==> config.mk <==
export PLATFORM = sky130hd
export DESIGN_NAME = hash_stream_tx
export DESIGN_NICKNAME = d
export VERILOG_FILES = /design/src/rtl/hash_stream_pkg.sv /design/src/rtl/hash_byte_buf.sv /design/src/rtl/hash_stream_tx.sv
export SDC_FILE = /design/constraint.sdc
export NUM_CORES = 1
export LEC_CHECK = 0
export BUFFER_PORTS_ARGS = -buffer_cell sky130_fd_sc_hd__buf_4
export CAP_MARGIN = 25
export CORE_MARGIN = 5
export CORE_UTILIZATION = 45
export CTS_BUF_LIST = sky130_fd_sc_hd__clkbuf_8
export DETAILED_ROUTE_END_ITERATION = 8
export GPL_ROUTABILITY_DRIVEN = 0
export GPL_TIMING_DRIVEN = 0
export PLACE_DENSITY = 0.65
export SYNTH_ARGS = -nofsm -noshare
export SYNTH_HDL_FRONTEND = slang
export SYNTH_SLANG_ARGS = --single-unit
==> constraint.sdc <==
create_clock -name clk -period 3.67 [get_ports clk]
set_input_delay 0 -clock clk [delete_from_list [all_inputs] [get_ports clk]]
set_output_delay 0 -clock clk [all_outputs]
set_load 0.02 [all_outputs]
==> src/rtl/hash_stream_pkg.sv <==
// Shared definitions for the hash stream transmitter: default buffer depth
// and the streaming FSM state encoding.
package hash_stream_pkg;

    localparam int DEPTH_DEFAULT = 64;

    typedef enum logic [2:0] {
        IDLE,
        START,
        WAIT_RTR,
        SEND,
        GAP,
        EOF_WAIT,
        DONE
    } state_t;

endpackage

==> src/rtl/hash_byte_buf.sv <==
// Byte buffer: DEPTH x 8 storage appended at the count, read by index with a
// registered read port, cleared in one cycle without touching the memory.
module hash_byte_buf
    import hash_stream_pkg::*;
#(
    parameter int DEPTH = DEPTH_DEFAULT,
    localparam int AW = $clog2(DEPTH),
    localparam int CW = AW + 1
) (
    input  logic          clk,
    input  logic          rst_n,
    input  logic          wr_en,
    input  logic [7:0]    wr_data,
    input  logic          clear,
    input  logic [AW-1:0] rd_idx,
    output logic [7:0]    rd_data,
    output logic [CW-1:0] count,
    output logic          full
);

    logic [7:0]    mem [DEPTH];
    logic [7:0]    rd_data_reg;
    logic [CW-1:0] count_reg;
    logic          full_reg;
    logic          accept;

    assign accept = wr_en && !full_reg;

    // Memory has no reset so it maps onto block RAM.
    always_ff @(posedge clk) begin
        if (accept) begin
            mem[count_reg[AW-1:0]] <= wr_data;
        end
        rd_data_reg <= mem[rd_idx];
    end

    always_ff @(posedge clk or negedge rst_n) begin
        if (!rst_n) begin
            count_reg <= '0;
            full_reg  <= 1'b0;
        end else if (clear) begin
            count_reg <= '0;
            full_reg  <= 1'b0;
        end else if (accept) begin
            count_reg <= count_reg + 1'b1;
            full_reg  <= (count_reg == CW'(DEPTH - 1));
        end
    end

    assign rd_data = rd_data_reg;
    assign count   = count_reg;
    assign full    = full_reg;

endmodule

==> src/rtl/hash_stream_tx.sv <==
// Producer side of the start/Byte/F_dr/F_rtr/End_of_File/H_ready/R_h hasher
// handshake: buffers host bytes, streams them on request, captures the digest.
module hash_stream_tx
    import hash_stream_pkg::*;
#(
    parameter int DEPTH = DEPTH_DEFAULT
) (
    input  logic                     clk,
    input  logic                     rst_n,
    input  logic                     wr_en,
    input  logic [7:0]               wr_data,
    output logic [$clog2(DEPTH):0]   buf_count,
    output logic                     buf_full,
    input  logic                     go,
    output logic                     busy,
    output logic                     done,
    output logic [31:0]              digest,
    output logic                     start,
    output logic [7:0]               Byte,
    output logic                     F_dr,
    output logic                     End_of_File,
    input  logic                     F_rtr,
    input  logic                     H_ready,
    input  logic [31:0]              R_h
);

    localparam int AW = $clog2(DEPTH);
    localparam int CW = AW + 1;

    state_t        state_reg;
    logic [CW-1:0] length_reg;
    logic [CW-1:0] index_reg;
    logic          start_reg;
    logic          f_dr_reg;
    logic          eof_reg;
    logic          done_reg;
    logic          busy_reg;
    logic [7:0]    byte_reg;
    logic [31:0]   digest_reg;

    logic          buf_wr;
    logic          buf_clear;
    logic [7:0]    buf_rd_data;

    // Host writes only land while idle, and a write coinciding with go is dropped.
    assign buf_wr    = wr_en && !go && (state_reg == IDLE);
    assign buf_clear = (state_reg == EOF_WAIT) && H_ready;

    hash_byte_buf #(
        .DEPTH(DEPTH)
    ) u_buf (
        .clk     (clk),
        .rst_n   (rst_n),
        .wr_en   (buf_wr),
        .wr_data (wr_data),
        .clear   (buf_clear),
        .rd_idx  (index_reg[AW-1:0]),
        .rd_data (buf_rd_data),
        .count   (buf_count),
        .full    (buf_full)
    );

    // The read port is registered; index is stable for a full cycle before
    // every WAIT_RTR, so buf_rd_data already holds buffer[index] there.
    always_ff @(posedge clk or negedge rst_n) begin
        if (!rst_n) begin
            state_reg  <= IDLE;
            length_reg <= '0;
            index_reg  <= '0;
            start_reg  <= 1'b0;
            f_dr_reg   <= 1'b0;
            eof_reg    <= 1'b0;
            done_reg   <= 1'b0;
            busy_reg   <= 1'b0;
            byte_reg   <= 8'h00;
            digest_reg <= 32'h0000_0000;
        end else begin
            start_reg <= 1'b0;
            f_dr_reg  <= 1'b0;
            done_reg  <= 1'b0;
            case (state_reg)
                IDLE: begin
                    if (go) begin
                        length_reg <= buf_count;
                        index_reg  <= '0;
                        start_reg  <= 1'b1;
                        busy_reg   <= 1'b1;
                        state_reg  <= START;
                    end
                end
                START: begin
                    if (length_reg != '0) begin
                        state_reg <= WAIT_RTR;
                    end else begin
                        eof_reg   <= 1'b1;
                        state_reg <= EOF_WAIT;
                    end
                end
                WAIT_RTR: begin
                    if (F_rtr) begin
                        f_dr_reg  <= 1'b1;
                        byte_reg  <= buf_rd_data;
                        state_reg <= SEND;
                    end
                end
                SEND: begin
                    index_reg <= index_reg + 1'b1;
                    state_reg <= GAP;
                end
                GAP: begin
                    if (index_reg < length_reg) begin
                        state_reg <= WAIT_RTR;
                    end else begin
                        eof_reg   <= 1'b1;
                        state_reg <= EOF_WAIT;
                    end
                end
                EOF_WAIT: begin
                    if (H_ready) begin
                        digest_reg <= R_h;
                        eof_reg    <= 1'b0;
                        done_reg   <= 1'b1;
                        state_reg  <= DONE;
                    end
                end
                DONE: begin
                    busy_reg  <= 1'b0;
                    state_reg <= IDLE;
                end
                default: begin
                    busy_reg  <= 1'b0;
                    state_reg <= IDLE;
                end
            endcase
        end
    end

    assign busy        = busy_reg;
    assign done        = done_reg;
    assign digest      = digest_reg;
    assign start       = start_reg;
    assign Byte        = byte_reg;
    assign F_dr        = f_dr_reg;
    assign End_of_File = eof_reg;

endmodule

### Yosys cells after proc, flatten, opt, wreduce, memory -nomap -nowiden

Memory sizes are Yosys's and may differ from the RTL's. A register that Yosys moved wholly into a read port is not among the register bits.
Index checks and enable logic that the tools add are counted.

* memories kept: 1
* register bits after elaboration: 70
* input bits: 46
* memory bits (writable): 512
* latch bits: 0
* ROM bits: 0
* output and inout bits: 53

Memory list
* u_buf.mem: depth 64, width 8, read ports 1, clocked after memory_dff 1, write ports 1, RTL line hash_byte_buf.sv:21 `logic [7:0] mem [DEPTH];`

* bitwise logic cells: 1
* muxes and demuxes: 26
* div/mod/pow operators: 0
* magnitude comparators: 1
* reduce and logical (&&, ||, !) cells: 19
* equality and inequality tests: 11
* multipliers: 0
* shifts and indexed selects: 0
* $add $sub $neg: 2

Operators with widths (count)
* two-way mux 7 bit: 3
* case mux 3 bit (6 select lines): 1
* two-way mux 3 bit: 5
* adder 7 x 1 -> 7 bit, second input constant: 2
* two-way mux 1 bit: 14
* case mux 7 bit (2 select lines): 1
* inequality test 2 bit, second input constant: 5
* AND reduction 2 bit: 5
* == test 7 x 6 -> 1 bit, second input constant: 1
* less-than comparator 7 bit: 1
* nonzero test 7 bit: 1
* == test 3 x 2 -> 1 bit, second input constant: 2
* == test 3 bit, second input constant: 2
* OR reduction 5 bit: 1
* logical AND 1 bit: 4
* AND reduction 4 bit: 1
* nonzero test 2 bit: 2
* == test 3 x 1 -> 1 bit, second input constant: 1
* zero test 3 bit: 1
* case mux 1 bit (3 select lines): 1
* AND reduction 3 bit: 1
* nonzero test 3 bit: 1
* zero test 1 bit: 2
* case mux 1 bit (2 select lines): 1
* inverter 1 bit: 1

### Logic depth before layout (Yosys ltp)

Gate-level depths: netlist of run 1.

* word-level depth: 6
* depth in mapped cells: 8

### Hierarchy

Synthesis of run 1 repeated with hierarchy kept, for this count alone.

* cell total of the unflattened synthesis: 1208
* area total of the unflattened synthesis: 23304.9 µm²

By module, submodules not included
* hash_byte_buf: times used 1, area an instance 20574.7 µm², cells an instance 999
* hash_stream_tx: times used 1, area an instance 2730.1 µm², cells an instance 209

### Least setup slack after synthesis of run 1

No wires, ideal clock.

* path type: reg-to-reg
* from: reg state_reg[0]
* to: mem u_buf.mem[56][0], enable pin
* arrival time: 1.857 ns
* cell stages (with the launch flop): 8
* library setup time: 0.371 ns
* path slack: 1.442 ns
* cell sequence: dfrtp_1 buf_2 nor3_1 and3_1 buf_2 nor2b_1 nand2_1 nor2_1

* word-level cells in the longest chain between the ends: 5

RTL lines
* from (decl): RTL line hash_stream_tx.sv:30 `state_t state_reg;`
* from (signal assigned): RTL line hash_stream_tx.sv:67 `state_reg <= IDLE;`
* from (signal assigned): RTL line hash_stream_tx.sv:88 `state_reg <= START;`
* from (signal assigned): RTL line hash_stream_tx.sv:93 `state_reg <= WAIT_RTR;`
* zero test 3 bit: RTL line hash_stream_tx.sv:46 `assign buf_wr = wr_en && !go && (state_reg == IDLE);`
* logical AND 1 bit: RTL line hash_stream_tx.sv:46
* logical AND 1 bit: RTL line hash_byte_buf.sv:27 `assign accept = wr_en && !full_reg;`
* two-way mux 1 bit: RTL line hash_byte_buf.sv:31 `if (accept) begin`
* two-way mux 1 bit (implied by the code): RTL line hash_byte_buf.sv:32 `mem[count_reg[AW-1:0]] <= wr_data;`
* to (decl): RTL line hash_byte_buf.sv:21

Every way passes these cells.

### Worst setup path after layout of run 1

* from: reg state_reg[0]
* to: mem u_buf.mem[18][1], enable pin

The elaborated chain is that of the path after synthesis.

==> reports/qor.yml, run 1 <==
placement:
  io_buffers: 98
  placed_area_um2: 24600
  pre_cts_ws_ns: 0.448
  place_hpwl_um: 34300
  dp_cells: 2019
clock_tree:
  clk_pin_slew_ns: 0.07
  cts_hold_buf: 52
  post_cts.resized_instances: 0
  insertion_delay_ns: 0.68
  cts_buffers: 94
  cts_root_buf: "clkbuf_8"
  cts_tree: "built"
  cts_setup_buffers: 0
  clockBufferDepth: 3
  htreeDepth: 3
  cts.sinks: 590
die:
  dieArea_um2: 55900
  start_util_pct: 45.2
  ioPinCount: 99
  rows: 83
  die_x_um: 236
  die_h_um: 236
  core_um2: 51000
sta:
  hold-worst-slack_ns: 0.0699
  finalMaxSlewViolations: 0
  min_period_over_period_pct: 88.4
  layout_min_cycle_time_ns: 3.24
  maxSlewHeadroom_pct: 36.1
  tightest_slew_ns: 0.958
  rsz0062_at_grt: "false"
  tns_ns: 0
  setup_viol: 0
  layout_setup_ws_ns: 0.427
  clock.fmax_ghz: 0.308
  skew_ns: 0.0351
  final_hold_viol_count: 0
global_route:
  grt_max_degree: 65
  grt_overflow: 0
  grt_pass1_wl_um: 82000
  antenna_found_initial: 1
  grt_pass1_vias: 12700
  grtUsageTotal_pct: 19.7
layout:
  drive_above_1_share_pct: 26.3
  insertedDiodeCount: 0
  finish.utilization_pct: 53.0
  stdcell_count: 2241
  syn_to_final_growth_pct: 17.2
  mostFrequentLayoutCell: "edfxtp_1"
  nets: 1542
  fin_area_um2: 27000
  largest_reg_flops: 512
  mostFrequentLayoutCells: "edfxtp_1, nand2_1, mux4_2, buf_4, clkbuf_8"
  n_fill_cell: 4032
logic_synthesis:
  synth_edf_count: 512
  ys_seq_area_share_pct: 75.0
  ys_types: 50
  ys_ff_latch: 590
  syn_area_um2: 23100
  postSynthAreaPerCell_um2: 18.6
  synthArstFlopShare_pct: 11.9
  synthCells: 1241
  yosysWarnings: 0
  synth_ff_type: "edfxtp_1"
  syn_nets: 1295
routing:
  wl_per_cell_um: 24.7
  drt_iter0_markers: 1278
  ant_nets: 0
  post-route-drc-count: 0
  routed_wl_um: 55300
  viasPerCell: 5.54
  via_count: 12400
  first_pass_iters: 5
worst_setup_path:
  endpoint_kind: "flip-flop"
  crit_chain: "buf_2 > nor3_1 > and3_1 > buf_2 > nor2b_1 > nand2_1 > nor2_1"
  critical_path.max_stage_delay_ns: 0.87
  start_kind: "flip-flop"
  critPathTopFamily: "simple AND/OR/NAND/NOR gates"
  crit_top_cell: "buf_2"
  path_class: "flip-flop to flip-flop"
  r2r_end: "u_buf.mem[18][1]"
  timing.reg2reg.setup_slack_ns: 0.43
  path_max_fanout: 10
  path_buf_inv: 2
  rr_startpoint: "state_reg[0]"
  required_ns: 3.95
  rr_worst_depth: 7
  cp.arrival_ns: 3.53
  cp.depth: 7
  cpMaxStageDelayCell: "nor2_1"
worst_hold_path:
  hp-class: "input pin to flip-flop"
  hold_end: "digest[7]"
  hold_depth: 4
  holdCritStartpoint: "R_h[7]"
power:
  ir_worst_vdd_mv: 0.359
  finalPower_mw: 17.4
  p_leak_nw: 9.25
  power_density_nw_per_um2: 644
run:
  cap_viol_max_count: 0
outcome:
  outcome: "completed"
-- power breakdown --
| group | switching [mW] | internal [mW] |
|---|---|---|
| logic | 2.25 | 1.84 |
| clock network | 2.57 | 2.89 |
| registers | 0.205 | 7.65 |
| total | 5.02 | 12.4 |
-- layer usage --
metal	vias up	global-route usage [%]	share of wire, %
met5	-	0	0
met4	0	5.13	2.0
met3	79	5.89	8.4
met2	522	31.3	48
met1	6398	26.9	42
li1	5427	-	-
-- tightest hold or removal path, cell delays in order --
cell	delay [ns]
dlygate4sd3_1	0.53
buf_4	0.10
nand2_1	0.04
nand2_1	0.05
-- layout make-up --
type                    count  area (um^2)  area share [%]
plain buffers              68          397            1.47
clock buffers             100         1380            5.09
clock inverters            69          448            1.66
inverters                  11         41.3           0.153
multi-input cells         572         5340            19.7
flip-flops and latches    590        17300            64.0
well taps                 680          851            3.15
repair buffers            151         1280            4.74
-- how the worst max path moves through the flow --
| stage | to | from |
|---|---|---|
| 2_1_floorplan | u_buf.mem[56][0] | state_reg[0] |
| 3_3_place_gp | u_buf.mem[16][0] | state_reg[0] |
| 3_5_place_dp | u_buf.mem[22][2] | state_reg[0] |
| 4_1_cts | u_buf.mem[20][4] | state_reg[0] |
| 5_1_grt | u_buf.mem[18][3] | state_reg[0] |
| 6_report | u_buf.mem[18][1] | state_reg[0] |
-- cell usage after synthesis, drive strengths merged, types with 4 or more instances --
| cell type | instances | share of area, % |
|---|---|---|
| or4 | 6 | 0.20 |
| o21ai | 22 | 0.48 |
| a21oi | 13 | 0.28 |
| clkbuf | 27 | 0.44 |
| mux2 | 16 | 0.78 |
| or3b | 4 | 0.15 |
| ha | 8 | 0.43 |
| nor2b | 6 | 0.16 |
| nor2 | 89 | 1.4 |
| o22ai | 22 | 0.60 |
| a22oi | 6 | 0.20 |
| nand4 | 5 | 0.14 |
| inv | 11 | 0.18 |
| dfxtp | 8 | 0.69 |
| dfrtp | 70 | 7.6 |
| nor4 | 9 | 0.24 |
| xor2 | 4 | 0.15 |
| mux2i | 22 | 0.95 |
| edfxtp | 512 | 67 |
| a211oi | 10 | 0.35 |
| nand2 | 148 | 2.4 |
| buf | 41 | 1.3 |
| nand3b | 5 | 0.16 |
| mux4 | 128 | 13 |
| nand3 | 14 | 0.30 |
-- cell families after synthesis --
family | Yosys count | synth area share, %
DFF | 590 | 75.0
and+or+nand+nor | 301 | 5.62
muxes | 166 | 14.3
AOI/OAI and AO/OA | 92 | 2.56
buffers and inverters | 79 | 1.90
adders and majority gates | 8 | 0.434
xor gates and xnor gates | 5 | 0.190
No activity file was read; power rests on OpenSTA's default activity.
==> run 2: changes to the inputs <==
--- a/config.mk
+++ b/config.mk
@@ -5,15 +5,16 @@
 export SDC_FILE = /design/constraint.sdc
 export NUM_CORES = 1
 export LEC_CHECK = 0
+export ABC_AREA = 1
 export BUFFER_PORTS_ARGS = -buffer_cell sky130_fd_sc_hd__buf_4
 export CAP_MARGIN = 25
 export CORE_MARGIN = 5
-export CORE_UTILIZATION = 45
+export CORE_UTILIZATION = 54
 export CTS_BUF_LIST = sky130_fd_sc_hd__clkbuf_8
 export DETAILED_ROUTE_END_ITERATION = 8
 export GPL_ROUTABILITY_DRIVEN = 0
 export GPL_TIMING_DRIVEN = 0
-export PLACE_DENSITY = 0.65
+export PLACE_DENSITY = 0.75
 export SYNTH_ARGS = -nofsm -noshare
 export SYNTH_HDL_FRONTEND = slang
 export SYNTH_SLANG_ARGS = --single-unit
==> reports/qor.yml, run 2 <==
logic_synthesis:
  syn_nets: 2475  # was 1295
  postSynthAreaPerCell_um2: 10.4  # was 18.6 um^2
  yosysTopAreaCell: "edfxtp_1"  # unchanged
  yosysMostFrequentCell: "nand2_1"  # was edfxtp_1
  syn_area_um2: 25200  # was 23100 um^2
  synthArstFlopShare_pct: 11.9  # unchanged
  synth_ff_type: "edfxtp_1"  # unchanged
  synthCells: 2421  # was 1241
  ys_ff_latch: 590  # unchanged
  yosysWarnings: 0  # unchanged
  synth_common_cells: "nand2_1, edfxtp_1, nor2_1"  # was edfxtp_1, nand2_1, mux4_2
  synth_top_area_share_pct: 61.1  # was 66.7%
  ys_types: 35  # was 50
  synth_area_leaders: "edfxtp_1, nand2_1, dfrtp_1, nand3_1, nor2_1"  # was edfxtp_1, mux4_2, dfrtp_1, nand2_1, nor2_1
  ys_seq_area_share_pct: 68.7  # was 75.0%
  synth_edf_count: 512  # unchanged
layout:
  mostFrequentLayoutCells: "nand2_1, edfxtp_1, nor2_1, inv_1, nand3_1"  # was edfxtp_1, nand2_1, mux4_2, buf_4, clkbuf_8
  mostFrequentLayoutCell: "nand2_1"  # was edfxtp_1
  insertedDiodeCount: 0  # unchanged
  n_fill_cell: 3486  # was 4032
  syn_to_final_growth_pct: 14.9  # was 17.2%
  nets: 2720  # was 1542
  stdcell_count: 3343  # was 2241
  drive_above_1_share_pct: 11.5  # was 26.3%
  largest_reg_flops: 512  # unchanged
clock_tree:
  cts_root_buf: "clkbuf_8"  # unchanged
  cts_buffers: 89  # was 94
  htreeDepth: 3  # unchanged
  clockBufferDepth: 3  # unchanged
  cts_hold_buf: 54  # was 52
  cts_setup_buffers: 0  # unchanged
  cts.sinks: 590  # unchanged
  cts_tree: "built"  # unchanged
  post_cts.resized_instances: 0  # unchanged
  clk_pin_slew_ns: 0.06  # was 0.07 ns
  insertion_delay_ns: 0.67  # was 0.68 ns
placement:
  place_hpwl_um: 46800  # was 34300 um
  pre_cts_ws_ns: 1.00  # was 0.448 ns
  io_buffers: 98  # unchanged
  dp_cells: 3127  # was 2019
worst_hold_path:
  hp-class: "input pin to asynchronous set/reset pin"  # was input pin to flip-flop
sta:
  rsz0062_at_grt: "false"  # unchanged
  finalMaxSlewViolations: 0  # unchanged
  skew_ns: 0.0475  # was 0.0351 ns
  min_period_over_period_pct: 91.2  # was 88.4%
  layout_min_cycle_time_ns: 3.35  # was 3.24 ns
  final_hold_viol_count: 0  # unchanged
  maxSlewHeadroom_pct: 36.9  # was 36.1%
  tns_ns: 0  # unchanged
  layout_setup_ws_ns: 0.323  # was 0.427 ns
  clock.fmax_ghz: 0.299  # was 0.308 GHz
  tightest_slew_ns: 0.946  # was 0.958 ns
  setup_viol: 0  # unchanged
routing:
  ant_nets: 0  # unchanged
  via_count: 18800  # was 12400
  drt_iter0_markers: 2476  # was 1278
  routed_wl_um: 71800  # was 55300 um
  first_pass_iters: 6  # was 5
  viasPerCell: 5.62  # was 5.54
  post-route-drc-count: 0  # unchanged
  wl_per_cell_um: 21.5  # was 24.7 um
power:
  p_leak_nw: 12.2  # was 9.25 nW
  ir_worst_vdd_mv: 0.608  # was 0.359 mV
  power_density_nw_per_um2: 655  # was 644 nW/um^2
die:
  rows: 79  # was 83
  dieArea_um2: 51000  # was 55900 um^2
  die_h_um: 226  # was 236 um
  die_x_um: 226  # was 236 um
  ioPinCount: 99  # unchanged
  core_um2: 46400  # was 51000 um^2
  start_util_pct: 54.3  # was 45.2%
outcome:
  outcome: "completed"  # unchanged
global_route:
  grt_overflow: 0  # unchanged
  grtUsageTotal_pct: 28.2  # was 19.7%
  antenna_found_initial: 1  # unchanged
  grt_max_degree: 71  # was 65
  grt_pass1_wl_um: 109000  # was 82000 um
  grt_pass1_vias: 18500  # was 12700
worst_setup_path:
  endpoint_kind: "flip-flop"  # unchanged
  start_kind: "flip-flop"  # unchanged
  timing.reg2reg.setup_slack_ns: 0.32  # was 0.43 ns
  path_class: "flip-flop to flip-flop"  # unchanged
  required_ns: 3.93  # was 3.95 ns
  cp.arrival_ns: 3.61  # was 3.53 ns
  path_max_fanout: 8  # was 10
run:
  cap_viol_max_count: 0  # unchanged
==> run 2: cell families after synthesis <==
group	synth area share [%]
simple gates	21.7
flops	68.7
buf+inv	6.38
compound gates	2.73
fa+ha+maj	0.398
xor+xnor	0.0348
mux	0.0448
==> run 2: layout make-up <==
cell class              instances  area (um^2)  area share [%]
inverters                     221          837            2.90
flip-flops and latches        590        17300            59.8
multi-input cells            1495         6260            21.7
well taps                     607          759            2.63
clock inverters                59          300            1.04
plain buffers                 115          767            2.65
repair buffers                154         1290            4.46
clock buffers                 102         1400            4.86
==> run 2: worst max-delay path: stages, from the launching register on <==
cell and delay [ns]:
dfrtp_1 0.43, inv_2 0.10, nand3_1 0.09, nor2_2 0.14, nand3_2 0.12, dlygate4sd3_1 0.64
nor2_4 0.17, nand3_2 0.40, nor2_1 0.84
==> run 2: worst paths after layout <==
check	start	end	depth (start not counted)
max	state_reg[2]	u_buf.mem[0][5]	8
min in group clk	wr_data[4]	u_buf.mem[29][4]	1
min	rst_n	digest[18]	2
max reg2reg	state_reg[2]	u_buf.mem[0][5]	8
max in group asynchronous	rst_n	digest[10]	2
min reg2reg	u_buf.rd_data[5]	Byte[5]	2
==> run 2: layer usage <==
layer	up-vias	share of wire, %	track usage [%]
li1	8432	-	-
met1	8829	37	37.4
met4	0	5.7	14.8
met2	1289	45	43.8
met5	-	0	0
met3	241	12	6.49
==> run 2: where the power goes <==
group,switching [mW],internal [mW],leakage (nW)
combinational,3.96,1.82,5.61
sequential,0.290,7.69,5.57
clock,2.50,2.67,0.973
total,6.75,12.2,12.2
==> run 2: per-stage QoR <==
stage / area [um^2] / power, mW / hold slack, ns / utilization (%)
floorplan: 25200 / 11.4 / -0.296 / -
global placement: 26600 / 13.5 / 0.165 / 57.5
detailed placement: 26700 / 13.6 / 0.176 / 57.5
CTS: 28900 / 18.8 / 0.00367 / 62.3
global route: 28900 / 19.7 / 0.0518 / 62.3
finish: 28900 / 18.9 / 0.0346 / 62.3
